[src/rtl/serial_tx_day3.sv]
// serial_tx_day3: framed parallel-to-serial transmitter.
// Frame = start bit (0), DATA_W data bits LSB first, stop bit (1); each bit
// held for BIT_CYCLES clocks. Line idles high. A new word may be accepted in
// the final stop cycle so consecutive frames run without an idle gap.
module serial_tx_day3 #(
    parameter int DATA_W     = 8,
    parameter int BIT_CYCLES = 4
) (
    input  logic              clk,
    input  logic              rst,
    input  logic [DATA_W-1:0] data_i,
    input  logic              valid_i,
    output logic              ready_o,
    output logic              tx_o,
    output logic              busy_o,
    output logic              done_o
);

    localparam int CYC_W = (BIT_CYCLES > 1) ? $clog2(BIT_CYCLES) : 1;
    localparam int BIT_W = (DATA_W > 1) ? $clog2(DATA_W) : 1;
    localparam logic [CYC_W-1:0] CYC_LAST = CYC_W'(BIT_CYCLES - 1);
    localparam logic [BIT_W-1:0] BIT_LAST = BIT_W'(DATA_W - 1);

    typedef enum logic [1:0] {
        IDLE,
        START,
        DATA,
        STOP
    } state_t;

    state_t             state_q, state_d;
    logic [CYC_W-1:0]   cyc_q, cyc_d;
    logic [BIT_W-1:0]   bit_q, bit_d;
    logic [DATA_W-1:0]  shreg_q, shreg_d;
    logic               tx_q, tx_d;
    logic               bit_end;
    logic               accept;

    // Status decode and handshake qualification from current state.
    always_comb begin
        bit_end = (cyc_q == CYC_LAST);
        done_o  = (state_q == STOP) && bit_end;
        ready_o = (state_q == IDLE) || done_o;
        busy_o  = (state_q != IDLE);
        accept  = valid_i && ready_o;
    end

    assign tx_o = tx_q;

    // Next-state: bit timing, shifting, and line level; a handshake overrides.
    always_comb begin
        state_d = state_q;
        cyc_d   = bit_end ? '0 : cyc_q + CYC_W'(1);
        bit_d   = bit_q;
        shreg_d = shreg_q;
        tx_d    = tx_q;
        case (state_q)
            IDLE: begin
                cyc_d = '0;
                tx_d  = 1'b1;
            end
            START: begin
                if (bit_end) begin
                    state_d = DATA;
                    tx_d    = shreg_q[0];
                end
            end
            DATA: begin
                if (bit_end) begin
                    if (bit_q == BIT_LAST) begin
                        state_d = STOP;
                        tx_d    = 1'b1;
                    end else begin
                        bit_d   = bit_q + BIT_W'(1);
                        shreg_d = shreg_q >> 1;
                        tx_d    = shreg_d[0];
                    end
                end
            end
            STOP: begin
                if (bit_end) begin
                    state_d = IDLE;
                    tx_d    = 1'b1;
                end
            end
            default: begin
                state_d = IDLE;
                tx_d    = 1'b1;
            end
        endcase
        // Taken from IDLE or the last stop cycle; the latter gives back-to-back frames.
        if (accept) begin
            state_d = START;
            shreg_d = data_i;
            cyc_d   = '0;
            bit_d   = '0;
            tx_d    = 1'b0;
        end
    end

    // State register; async reset drops any frame and forces the line high.
    always_ff @(posedge clk or negedge rst) begin
        if (!rst) begin
            state_q <= IDLE;
            cyc_q   <= '0;
            bit_q   <= '0;
            shreg_q <= '0;
            tx_q    <= 1'b1;
        end else begin
            state_q <= state_d;
            cyc_q   <= cyc_d;
            bit_q   <= bit_d;
            shreg_q <= shreg_d;
            tx_q    <= tx_d;
        end
    end

endmodule

[config.mk]
export PLATFORM = sky130hd
export DESIGN_NAME = serial_tx_day3
export DESIGN_NICKNAME = d
export VERILOG_FILES = /design/src/rtl/serial_tx_day3.sv
export SDC_FILE = /design/constraint.sdc
export NUM_CORES = 1
export LEC_CHECK = 0
export CAP_MARGIN = 15
export CORE_AREA = 10 10 52 54
export CTS_BUF_LIST = sky130_fd_sc_hd__clkbuf_4 sky130_fd_sc_hd__clkbuf_8
export CTS_CLUSTER_DIAMETER = 40
export DETAILED_ROUTE_END_ITERATION = 7
export DIE_AREA = 0 0 62 64
export DONT_BUFFER_PORTS = 1
export GPL_TIMING_DRIVEN = 0
export MAX_ROUTING_LAYER = met4
export PLACE_DENSITY = 0.72
export SYNTH_ARGS = -nofsm -noshare
export SYNTH_HDL_FRONTEND = slang
export SYNTH_SLANG_ARGS = --single-unit
export TNS_END_PERCENT = 10
[constraint.sdc]
create_clock -name clk -period 2.05 [get_ports clk]
set_clock_uncertainty 0.15 [all_clocks]
set_input_delay 0 -clock clk [delete_from_list [all_inputs] [get_ports clk]]
set_output_delay 0 -clock clk [all_outputs]
set_load 0.05 [all_outputs]
Yosys cells after proc, flatten, opt, wreduce, memory -nomap -nowiden

Cells that the tools add are included.

Bits in read-only memories: 0
Word-level logic and storage cells: 51
Output and inout port bits: 4
Input bits: 11
RAM bits: 0
Memories kept: 0
Latch bits: 0
Bits in registers: 16

Divide/modulo/power cells: 0
$lt $le $gt $ge: 0
Reduce and logical (&&, ||, !) cells: 11
Bitwise gates (word level): 0
Multiplexer cells: 23
Equal/unequal tests: 10
$mul: 0
Shift operators: 0
Add/subtract/negate cells: 2

Operators with widths:

| kind                | count |
|---|---|
| $mux 8              | 4 |
| $mux 2              | 8 |
| $mux 3              | 4 |
| $ne 3x3->1 const B  | 4 |
| $eq 2x2->1 const B  | 3 |
| $pmux 2 s3          | 1 |
| $reduce_and 3->1    | 2 |
| $reduce_bool 2->1   | 3 |
| $mux 1              | 5 |
| $reduce_and 5->1    | 1 |
| $pmux 1 s4          | 1 |
| $reduce_bool 4->1   | 1 |
| $add 3x1->3 const B | 1 |
| $eq 3x3->1 const B  | 1 |
| $add 2x1->2 const B | 1 |
| $eq 2x1->1 const B  | 1 |
| $logic_and 1x1->1   | 2 |
| $logic_not 2->1     | 1 |
| $ne 2x2->1 const B  | 1 |
| $logic_or 1x1->1    | 1 |

Depth between registers and ports, before layout

Gate-level depths: netlist of run 1.

Word-level depth: 6
Gate-level depth with buffers: 6
Depth with buffers taken out: 5

Least setup slack after synthesis of run 1

No wires, ideal clock.

Path kind: reg2reg
From: reg state_q[0]
To: reg state_q[1]
Clock period less this slack: 1682 ps
Setup slack: 368 ps
Library setup time: 125 ps
Required time: 1775 ps
Arrival time: 1407 ps
Cell stages (with the launch flop): 5
Buffers on the path: 0
Cell sequence: dfrtp_1 > ha_1 > o21ba_2 > a211oi_4 > mux2_2

Cells in the longest elaborated chain, start to end: 6
Elaborated cells on any way between the ends: 15
Those cells by class: eq/ne (7); mux (2); reduce/logical (6)

RTL lines:

| what                                                             | RTL line | source |
|---|---|---|
| from (decl)                                                      | 31       | `state_t state_q, state_d;` |
| from (signal assigned)                                           | 110      | `state_q <= state_d;` |
| $eq 2x2->1                                                       | 42, 57   |  |
| $logic_and 1x1->1                                                | 42       | `done_o = (state_q == STOP) && bit_end;` |
| $logic_or 1x1->1                                                 | 43       | `ready_o = (state_q == IDLE) \|\| done_o;` |
| $logic_and 1x1->1                                                | 45       | `accept = valid_i && ready_o;` |
| $ne 3x3->1 (no line) / $reduce_bool 4->1 (equally long branches) | -        |  |
| $reduce_and 5->1 (no line)                                       | -        |  |

Several ways; a longest one is shown, not always the timed one.
A chain may end at the register's enable or synchronous reset.

Worst setup path in the final report of run 1

From: reg state_q[0]
To: reg shreg_q[6]

Cells in the longest elaborated chain, start to end: 6
Elaborated cells on any way between the ends: 11
Those cells by class: eq/ne (3); mux (1); reduce/logical (7)

RTL lines:

| what                                                             | RTL line | source |
|---|---|---|
| $eq 2x2->1                                                       | 42       |  |
| $logic_and 1x1->1                                                | 42       |  |
| $logic_or 1x1->1 (*)                                             | 43       |  |
| via ready_o                                                      | 13       | `output logic ready_o,` |
| $logic_and 1x1->1 (*)                                            | 45       |  |
| $ne 2x2->1 (no line) / $reduce_bool 2->1 (equally long branches) | -        |  |
| $reduce_and 3->1 (no line)                                       | -        |  |
| to (signal assigned)                                             | 113      | `shreg_q <= shreg_d;` |
| to (decl)                                                        | 34       | `logic [DATA_W-1:0] shreg_q, shreg_d;` |

The timed path passes the listed nets; every way through them passes the cells marked *.

==> results.py, run 1 <==
metrics = {
    "sta": {
        "finalHoldViolCount": 0,
        "rsz0062_at_grt": "false",
        "final_max_slew_viol_count": 0,
        "max_slew_margin": 0.5229,
        "setup-tns-final_ps": 0,
        "finalWorstSetupSlack_ps": 243.1,
        "setup_viol": 0,
        "fin_crit_ps": 1807,
        "holdWs_ps": 49.52,
        "max_slew.worst_pin.slew_ps": 713.3,
        "finalCritPeriodShare": 0.8814,
        "fmax_mhz": 553.4,
    },
    "critical_path": {
        "required_ps": 2060,
        "path_buf_inv": 2,
        "start_kind": "flip-flop",
        "reg2reg_to": "shreg_q[6]",
        "arrival_ps": 1820,
        "end_kind": "flip-flop",
        "worst-r2r-setup-slack_ps": 240,
        "cp_slowest_stage_delay_ps": 420,
        "reg2reg_depth": 6,
        "crit_chain": "inv_1 > ha_1 > a21o_1 > buf_4 > a2bb2oi_1 > o32ai_1",
        "cpMaxStageDelayCell": "dfrtp_1",
        "crit_type": "reg2reg",
        "crit_family": "compound AO/OA/AOI/OAI gates",
        "cp_max_fo": 10,
        "r2r_start": "state_q[0]",
    },
    "finish": {
        "nFillCells": 152,
        "final_common_cell": "dfrtp_1",
        "drive_gt1_frac": 0.1538,
        "mostFrequentLayoutCells": "dfrtp_1 (15), dlygate4sd3_1 (9), mux2i_1 (8)",
        "utilization": 0.6527,
        "n_antenna_cell": 0,
        "area_delta_synth_final_pct": 15.71,
        "nets": 123,
    },
    "logic_synthesis": {
        "synth-seq-cells": 16,
        "synthCells": 91,
        "yosysSeqAreaShare": 0.4169,
        "synth_area_per_cell_sq_um": 10.59,
        "syn_area_sq_um": 963.4,
        "yosysUniqueCellTypes": 35,
        "synth_edf_count": 0,
        "yosysWarningCount": 0,
        "synth_nets": 109,
        "synth_ff_type": "dfrtp_1",
        "ys_async_sr_fraction": 1.000,
    },
    "global_route": {
        "grt_pass1_vias": 731,
        "grt_antenna_before_repair": 0,
        "grt_pass1_wl_microns": 3174,
        "grt_max_degree": 17,
        "overflow": 0,
        "grtUsageTotal": 0.1033,
    },
    "cts": {
        "clkSlewWorstSetupHoldPaths_ps": 90,
        "cts_setup_buffers": 0,
        "cts_inserted_buffers": 3,
        "htree_levels": 1,
        "clock-root-buffer": "clkbuf_4",
        "ctsLongestPathBuffers": 2,
        "cts_tree": "built",
        "cts_sinks": 16,
        "clock_latency_ps": 280,
    },
    "routing": {
        "firstDrtPassIters": 2,
        "drt_iter0_drc": 12,
        "detailroute.via_count": 695,
        "vias_per_cell": 5.388,
        "routed_wl_microns": 1788,
        "wl_per_cell_microns": 13.86,
        "antenna_left": 0,
        "drc": 0,
    },
    "die": {
        "rows": 15,
        "die_x_microns": 62,
        "ioPinCount": 15,
        "die-area_sq_um": 3968,
        "die-height_microns": 64,
        "start_util": 0.5641,
        "core_sq_um": 1708,
    },
    "power": {
        "power_density_nw_per_um2": 1508,
        "ir_drop_mv": 0.7894,
        "total_power_w": 0.001682,
        "leakage_nw": 0.5506,
    },
    "outcome": {
        "status": "completed",
    },
    "placed_design": {
        "place_hpwl_microns": 1325,
        "io_buffers": 0,
        "gp_congestion": 0.7755,
        "pre_cts_ws_ps": 258.4,
    },
    "worst_hold_path": {
        "hp-class": "in2async",
    },
    "flow_run": {
        "maxCapViolCount": 0,
    },
}
## stage by stage
stage,instances,cell area (sq um)
2_1_floorplan,91,963.4
3_3_place_gp,116,994.7
3_5_place_dp,116,994.7
4_1_cts,129,1115
5_1_grt,129,1115
6_report,129,1115
## logic make-up (layout without fill, tap and decap cells)
group,count (synthesis),after routing,synth area share
compound gates,20,20,0.1546
xor+xnor,1,1,0.009093
fa+ha+maj,7,7,0.09090
buf+inv,13,26,0.07922
flops,16,16,0.4169
mux,9,9,0.09481
simple gates,25,25,0.1545
## area by class of cell
cell class	count	area [sq um]	share of cell area
timing repair buffer	9	90.09	0.08081
buffer	6	50.05	0.04489
inverter	7	26.28	0.02357
clock buffer	4	30.03	0.02694
tap	25	31.28	0.02806
multi-input combinational	62	485.5	0.4355
sequential	16	401.6	0.3603
## layer usage
metal  wire length (microns)  global-route usage
met2                     800              0.1397
met3                      86             0.02964
met5                       0                   -
met4                      28             0.05587
met1                     872              0.1331
## power breakdown
part / internal (W) / leakage, nW / switching (W)
combinational: 0.000397 / 0.335 / 0.000511
sequential: 0.000471 / 0.197 / 0.000118
clock: 0.0000887 / 0.0184 / 0.0000970
total: 0.000956 / 0.551 / 0.000725
## state kept, by name, summed over array words and instances, names as in the netlist
name	cells
state_q	2
shreg_q	8
bit_q	3
tx_o	1
cyc_q	2
## synthesized netlist by cell type, types with 2 or more instances
cell | number | share of area
a21oi_1 | 4 | 0.021
and2_1 | 2 | 0.013
buf_6 | 3 | 0.035
dfrtp_1 | 15 | 0.39
ha_1 | 7 | 0.091
inv_1 | 7 | 0.027
mux2i_1 | 8 | 0.083
nand2_1 | 3 | 0.012
nand3_1 | 7 | 0.036
nor2_1 | 4 | 0.016
nor3_1 | 3 | 0.016
o21ai_1 | 5 | 0.026
## what timing repair did
action,CTS,global route
resized for setup,0,0
hold buffers,9,0
hold endpoints to repair,24,0
## how the worst max path moves through the flow
| stage | start | to | slack, ps | depth (start not counted) |
|---|---|---|---|---|
| floorplan | state_q[0] | state_q[1] | 370 | 4 |
| global placement | state_q[0] | state_q[1] | 280 | 4 |
| detailed placement | state_q[0] | shreg_q[6] | 260 | 6 |
| CTS | state_q[0] | shreg_q[6] | 230 | 6 |
| global route | state_q[0] | state_q[0] | 110 | 6 |
| finish | state_q[0] | shreg_q[6] | 240 | 6 |
Power figures use the tool's default switching activity.
==> run 2: changes to the inputs <==
RECOVER_POWER = 50   (was not set)
==> results.py, run 2 (synthesized netlist as in run 1, its figures left out) <==
metrics = {
    "cts": {
        "cts_setup_buffers": 0,
        "cts_sinks": 16,
        "cts_inserted_buffers": 3,
        "htree_levels": 1,
        "cts_tree": "built",
        "clkSlewWorstSetupHoldPaths_ps": 90,
        "clock_latency_ps": 280,
        "ctsLongestPathBuffers": 2,
        "clock-root-buffer": "clkbuf_4",
        "cts_hold_buf": 9,
        "post_cts_resized": 0,
    },
    "critical_path": {
        "crit_type": "reg2reg",
        "required_ps": 2060,
        "start_kind": "flip-flop",
        "arrival_ps": 1820,
        "end_kind": "flip-flop",
        "cp_max_fo": 10,
    },
    "global_route": {
        "grtUsageTotal": 0.1033,
        "grt_pass1_vias": 731,
        "grt_max_degree": 17,
        "overflow": 0,
        "grt_pass1_wl_microns": 3174,
        "grt_antenna_before_repair": 0,
    },
    "die": {
        "die-height_microns": 64,
        "ioPinCount": 15,
        "rows": 15,
        "die_x_microns": 62,
        "start_util": 0.5641,
        "core_sq_um": 1708,
        "die-area_sq_um": 3968,
    },
    "routing": {
        "vias_per_cell": 5.388,
        "drt_iter0_drc": 12,
        "drc": 0,
        "routed_wl_microns": 1788,
        "wl_per_cell_microns": 13.86,
        "firstDrtPassIters": 2,
        "antenna_left": 0,
        "detailroute.via_count": 695,
    },
    "placed_design": {
        "place_hpwl_microns": 1325,
        "gp_congestion": 0.7755,
        "io_buffers": 0,
    },
    "power": {
        "power_density_nw_per_um2": 1505,
        "leakage_nw": 0.5500,
        "total_power_w": 0.001678,
        "ir_drop_mv": 0.7894,
    },
    "sta": {
        "fmax_mhz": 553.4,
        "finalHoldViolCount": 0,
        "rsz0062_at_grt": "false",
        "finalCritPeriodShare": 0.8814,
        "max_slew.worst_pin.slew_ps": 713.5,
        "final_max_slew_viol_count": 0,
        "setup_viol": 0,
        "setup-tns-final_ps": 0,
        "fin_crit_ps": 1807,
        "max_slew_margin": 0.5228,
    },
    "finish": {
        "largest_reg_flops": 8,
        "final_common_cell": "dfrtp_1",
        "largestRegisters": "shreg_q: 8 flops, bit_q: 3 flops",
        "drive_gt1_frac": 0.1442,
        "n_antenna_cell": 0,
        "multi_input_area_sq_um": 485.5,
        "regMostFlops": "shreg_q",
        "area_delta_synth_final_pct": 15.71,
        "nFillCells": 152,
        "nets": 123,
        "seq_area_sq_um": 401.6,
        "mostFrequentLayoutCells": "dfrtp_1 (15), dlygate4sd3_1 (9), mux2i_1 (8)",
    },
    "flow_run": {
        "maxCapViolCount": 0,
    },
    "worst_hold_path": {
        "hp-class": "in2async",
    },
    "outcome": {
        "status": "completed",
    },
}
## run 2: cell types whose count changed in the layout (fill, tap and decap cells not counted)
| cell | delta |
|---|---|
| dfstp_1 | +1 |
| dfstp_2 | -1 |
## run 2: metal layers
| metal | vias up | GRT usage | part of all wire |
|---|---|---|---|
| met5 | - | - | 0 |
| met4 | 0 | 0.05587 | 0.016 |
| met3 | 6 | 0.02964 | 0.050 |
| met2 | 18 | 0.1397 | 0.45 |
| met1 | 323 | 0.1331 | 0.49 |
| li1 | 348 | - | - |
## run 2: power by group
group / switching, W / internal [W] / total, W
sequential: 0.000118 / 0.000467 / 0.000585
combinational: 0.000511 / 0.000397 / 0.000907
clock: 0.0000970 / 0.0000887 / 0.000186
total: 0.000725 / 0.000953 / 0.00168
## run 2: path summary, 6_finish.rpt
path,from,endpoint,slack [ps],cells after the start
min in group clk,valid_i,state_q[1],50,3
setup reg to reg,state_q[0],shreg_q[6],240,6
hold / removal,rst,state_q[0],50,1
max in group asynchronous,rst,shreg_q[2],1240,1
hold reg to reg,cyc_q[0],cyc_q[0],290,1
setup / recovery,state_q[0],shreg_q[6],240,6
## run 2: critical path, cell delays in order (launching register included)
cell and delay (ps):
dfrtp_1 420, inv_1 80, ha_1 280, a21o_1 250
buf_4 240, a2bb2oi_1 180, o32ai_1 90
## run 2: final cells by class
class | instances | area share
Multi-Input combinational cell | 62 | 0.4355
Clock buffer | 4 | 0.02694
Inverter | 7 | 0.02357
Buffer | 6 | 0.04489
Sequential cell | 16 | 0.3603
Timing Repair Buffer | 9 | 0.08081
Tap cell | 25 | 0.02806
## run 2: metrics by stage
stage	cell area (sq um)	hold WS, ps	worst slack [ps]	utilization	instances
finish	1115	49.60	243.1	0.6527	129
global route	1115	95.28	108.3	0.6527	129
CTS	1115	33.89	231.0	0.6527	129
detailed placement	994.7	-445.1	258.4	0.5824	116
global placement	994.7	-445.1	283.1	0.5824	116
floorplan	963.4	-445.6	368.4	-	91
==> run 3: changes to the inputs <==
CELL_PAD_IN_SITES_DETAIL_PLACEMENT = 1   (was not set)
CELL_PAD_IN_SITES_GLOBAL_PLACEMENT = 1   (was not set)
CORE_AREA = 10 10 55 57   (was 10 10 52 54)
DIE_AREA = 0 0 65 67   (was 0 0 62 64)
PLACE_DENSITY = 0.79   (was 0.72)
==> results.py, run 3 (synthesized netlist as in run 1, its figures left out) <==
metrics = {
    "power": {
        "switching_share": 0.4402,
        "seqPwrFrac": 0.340,
        "leakage_nw": 0.5526,
        "switchingPower_w": 0.0007657,
        "ir_drop_mv": 0.6872,
        "power_density_nw_per_um2": 1548,
        "pwr-share-comb": 0.538,
        "internal-power_w": 0.0009736,
        "pwr-share-clk": 0.122,
    },
    "critical_path": {
        "worst-r2r-setup-slack_ps": 200,
        "cp_slowest_stage_delay_ps": 430,
        "crit_type": "reg2reg",
        "crit_family": "flip-flops",
        "end_kind": "flip-flop",
        "path_buf_inv": 2,
        "reg2reg_to": "state_q[0]",
        "reg2reg_depth": 6,
        "arrival_ps": 1900,
        "crit_chain": "inv_1 > ha_1 > a21o_1 > buf_4 > a21oi_1 > mux2i_1",
        "r2r_start": "state_q[0]",
        "start_kind": "flip-flop",
        "cp_max_fo": 10,
        "cpMaxStageDelayCell": "dfrtp_1",
        "required_ps": 2100,
    },
    "finish": {
        "largest_reg_flops": 8,
        "largestRegisters": "shreg_q: 8 flops, bit_q: 3 flops",
        "multi_input_area_sq_um": 485.5,
        "seq_area_sq_um": 401.6,
        "nFillCells": 216,
        "drive_gt1_frac": 0.1442,
        "final_common_cell": "dfrtp_1",
        "regMostFlops": "shreg_q",
        "nets": 123,
        "area_delta_synth_final_pct": 16.62,
        "n_antenna_cell": 0,
        "utilization": 0.5786,
        "mostFrequentLayoutCells": "dfrtp_1 (15), dlygate4sd3_1 (9), mux2i_1 (8)",
        "final_cells": 131,
    },
    "global_route": {
        "grt_pass1_wl_microns": 3732,
        "overflow": 0,
        "grtUsageTotal": 0.1123,
        "grt_antenna_before_repair": 0,
        "grt_max_degree": 17,
        "grt_pass1_vias": 787,
    },
    "sta": {
        "finalCritPeriodShare": 0.9009,
        "max_slew_margin": 0.5253,
        "fin_crit_ps": 1847,
        "setup_viol": 0,
        "final_max_slew_viol_count": 0,
        "fmax_mhz": 541.5,
        "finalHoldViolCount": 0,
        "max_slew.worst_pin.slew_ps": 709.6,
        "holdWs_ps": 42.84,
        "setup-tns-final_ps": 0,
        "rsz0062_at_grt": "false",
    },
    "placed_design": {
        "place_hpwl_microns": 1521,
        "io_buffers": 0,
        "gp_congestion": 0.7352,
        "dp.cells": 118,
    },
    "cts": {
        "cts_tree": "built",
        "cts_inserted_buffers": 3,
        "cts_sinks": 16,
        "ctsLongestPathBuffers": 2,
        "clock_latency_ps": 290,
        "clkSlewWorstSetupHoldPaths_ps": 100,
        "htree_levels": 1,
        "clock-root-buffer": "clkbuf_4",
    },
    "die": {
        "die-height_microns": 67,
        "die_x_microns": 65,
        "die-area_sq_um": 4355,
        "rows": 16,
        "core_sq_um": 1942,
        "start_util": 0.4961,
        "ioPinCount": 15,
    },
    "routing": {
        "vias_per_cell": 5.374,
        "detailroute.via_count": 704,
        "antenna_left": 0,
        "drt_iter0_drc": 29,
        "routed_wl_microns": 2144,
        "firstDrtPassIters": 4,
        "wl_per_cell_microns": 16.37,
        "drc": 0,
    },
    "outcome": {
        "status": "completed",
    },
    "worst_hold_path": {
        "hp-class": "in2async",
    },
    "flow_run": {
        "maxCapViolCount": 0,
    },
}
## run 3: cell count changes in the layout (fill, tap and decap cells not counted)
cell	before	now
clkbuf_4	4	3
clkbuf_8	0	1
## run 3: how the worst max path moves through the flow
stage	start	end	slack [ps]	depth (start not counted)
2_1_floorplan	state_q[0]	state_q[1]	370	4
3_5_place_dp	state_q[0]	state_q[0]	230	6
5_1_grt	state_q[1]	state_q[0]	60	6
3_3_place_gp	state_q[0]	shreg_q[6]	260	6
4_1_cts	state_q[0]	state_q[0]	220	6
6_report	state_q[0]	state_q[0]	200	6
## run 3: power groups by stage
stage / Sequential (W) / Combinational, W / Clock (W)
after global routing: 0.000609 / 0.00104 / 0.000234
after detailed placement: 0.000603 / 0.000916 / 0
final: 0.000592 / 0.000936 / 0.000211
after floorplan: 0.000574 / 0.000777 / 0
after global placement: 0.000594 / 0.000884 / 0
after CTS: 0.000596 / 0.000940 / 0.000215
## run 3: timing repair
item	4_1_cts	5_1_grt
gates resized for setup	0	0
hold buffers	9	0
hold endpoints to repair	24	0
setup endpoints to repair	0	0
setup buffers	0	0
## run 3: cell type report
type,count,share of cell area
Buffer,6,0.04454
Clock buffer,4,0.03229
Inverter,7,0.02339
Multi-Input combinational cell,62,0.4321
Sequential cell,16,0.3575
Tap cell,27,0.03007
Timing Repair Buffer,9,0.08018
## run 3: worst register-to-register path, cell delays in order (launching register included)
cell and delay (ps):
dfrtp_1 430, inv_1 100, ha_1 300, a21o_1 230, buf_4 300, a21oi_1 100
mux2i_1 150
## run 3: metal layers
metal / track usage / share of wire
met1: 0.1203 / 0.43
met2: 0.1958 / 0.53
met3: 0.03010 / 0.030
met4: 0.04011 / 0.0084
met5: - / 0
## run 3: stage by stage
step	instance area, sq um	worst slack [ps]	total power, W
floorplan	963.4	368.4	0.001351
global placement	997.2	263.0	0.001477
detailed placement	997.2	226.5	0.001518
CTS	1124	219.0	0.001751
global route	1124	62.50	0.001881
finish	1124	203.1	0.001739
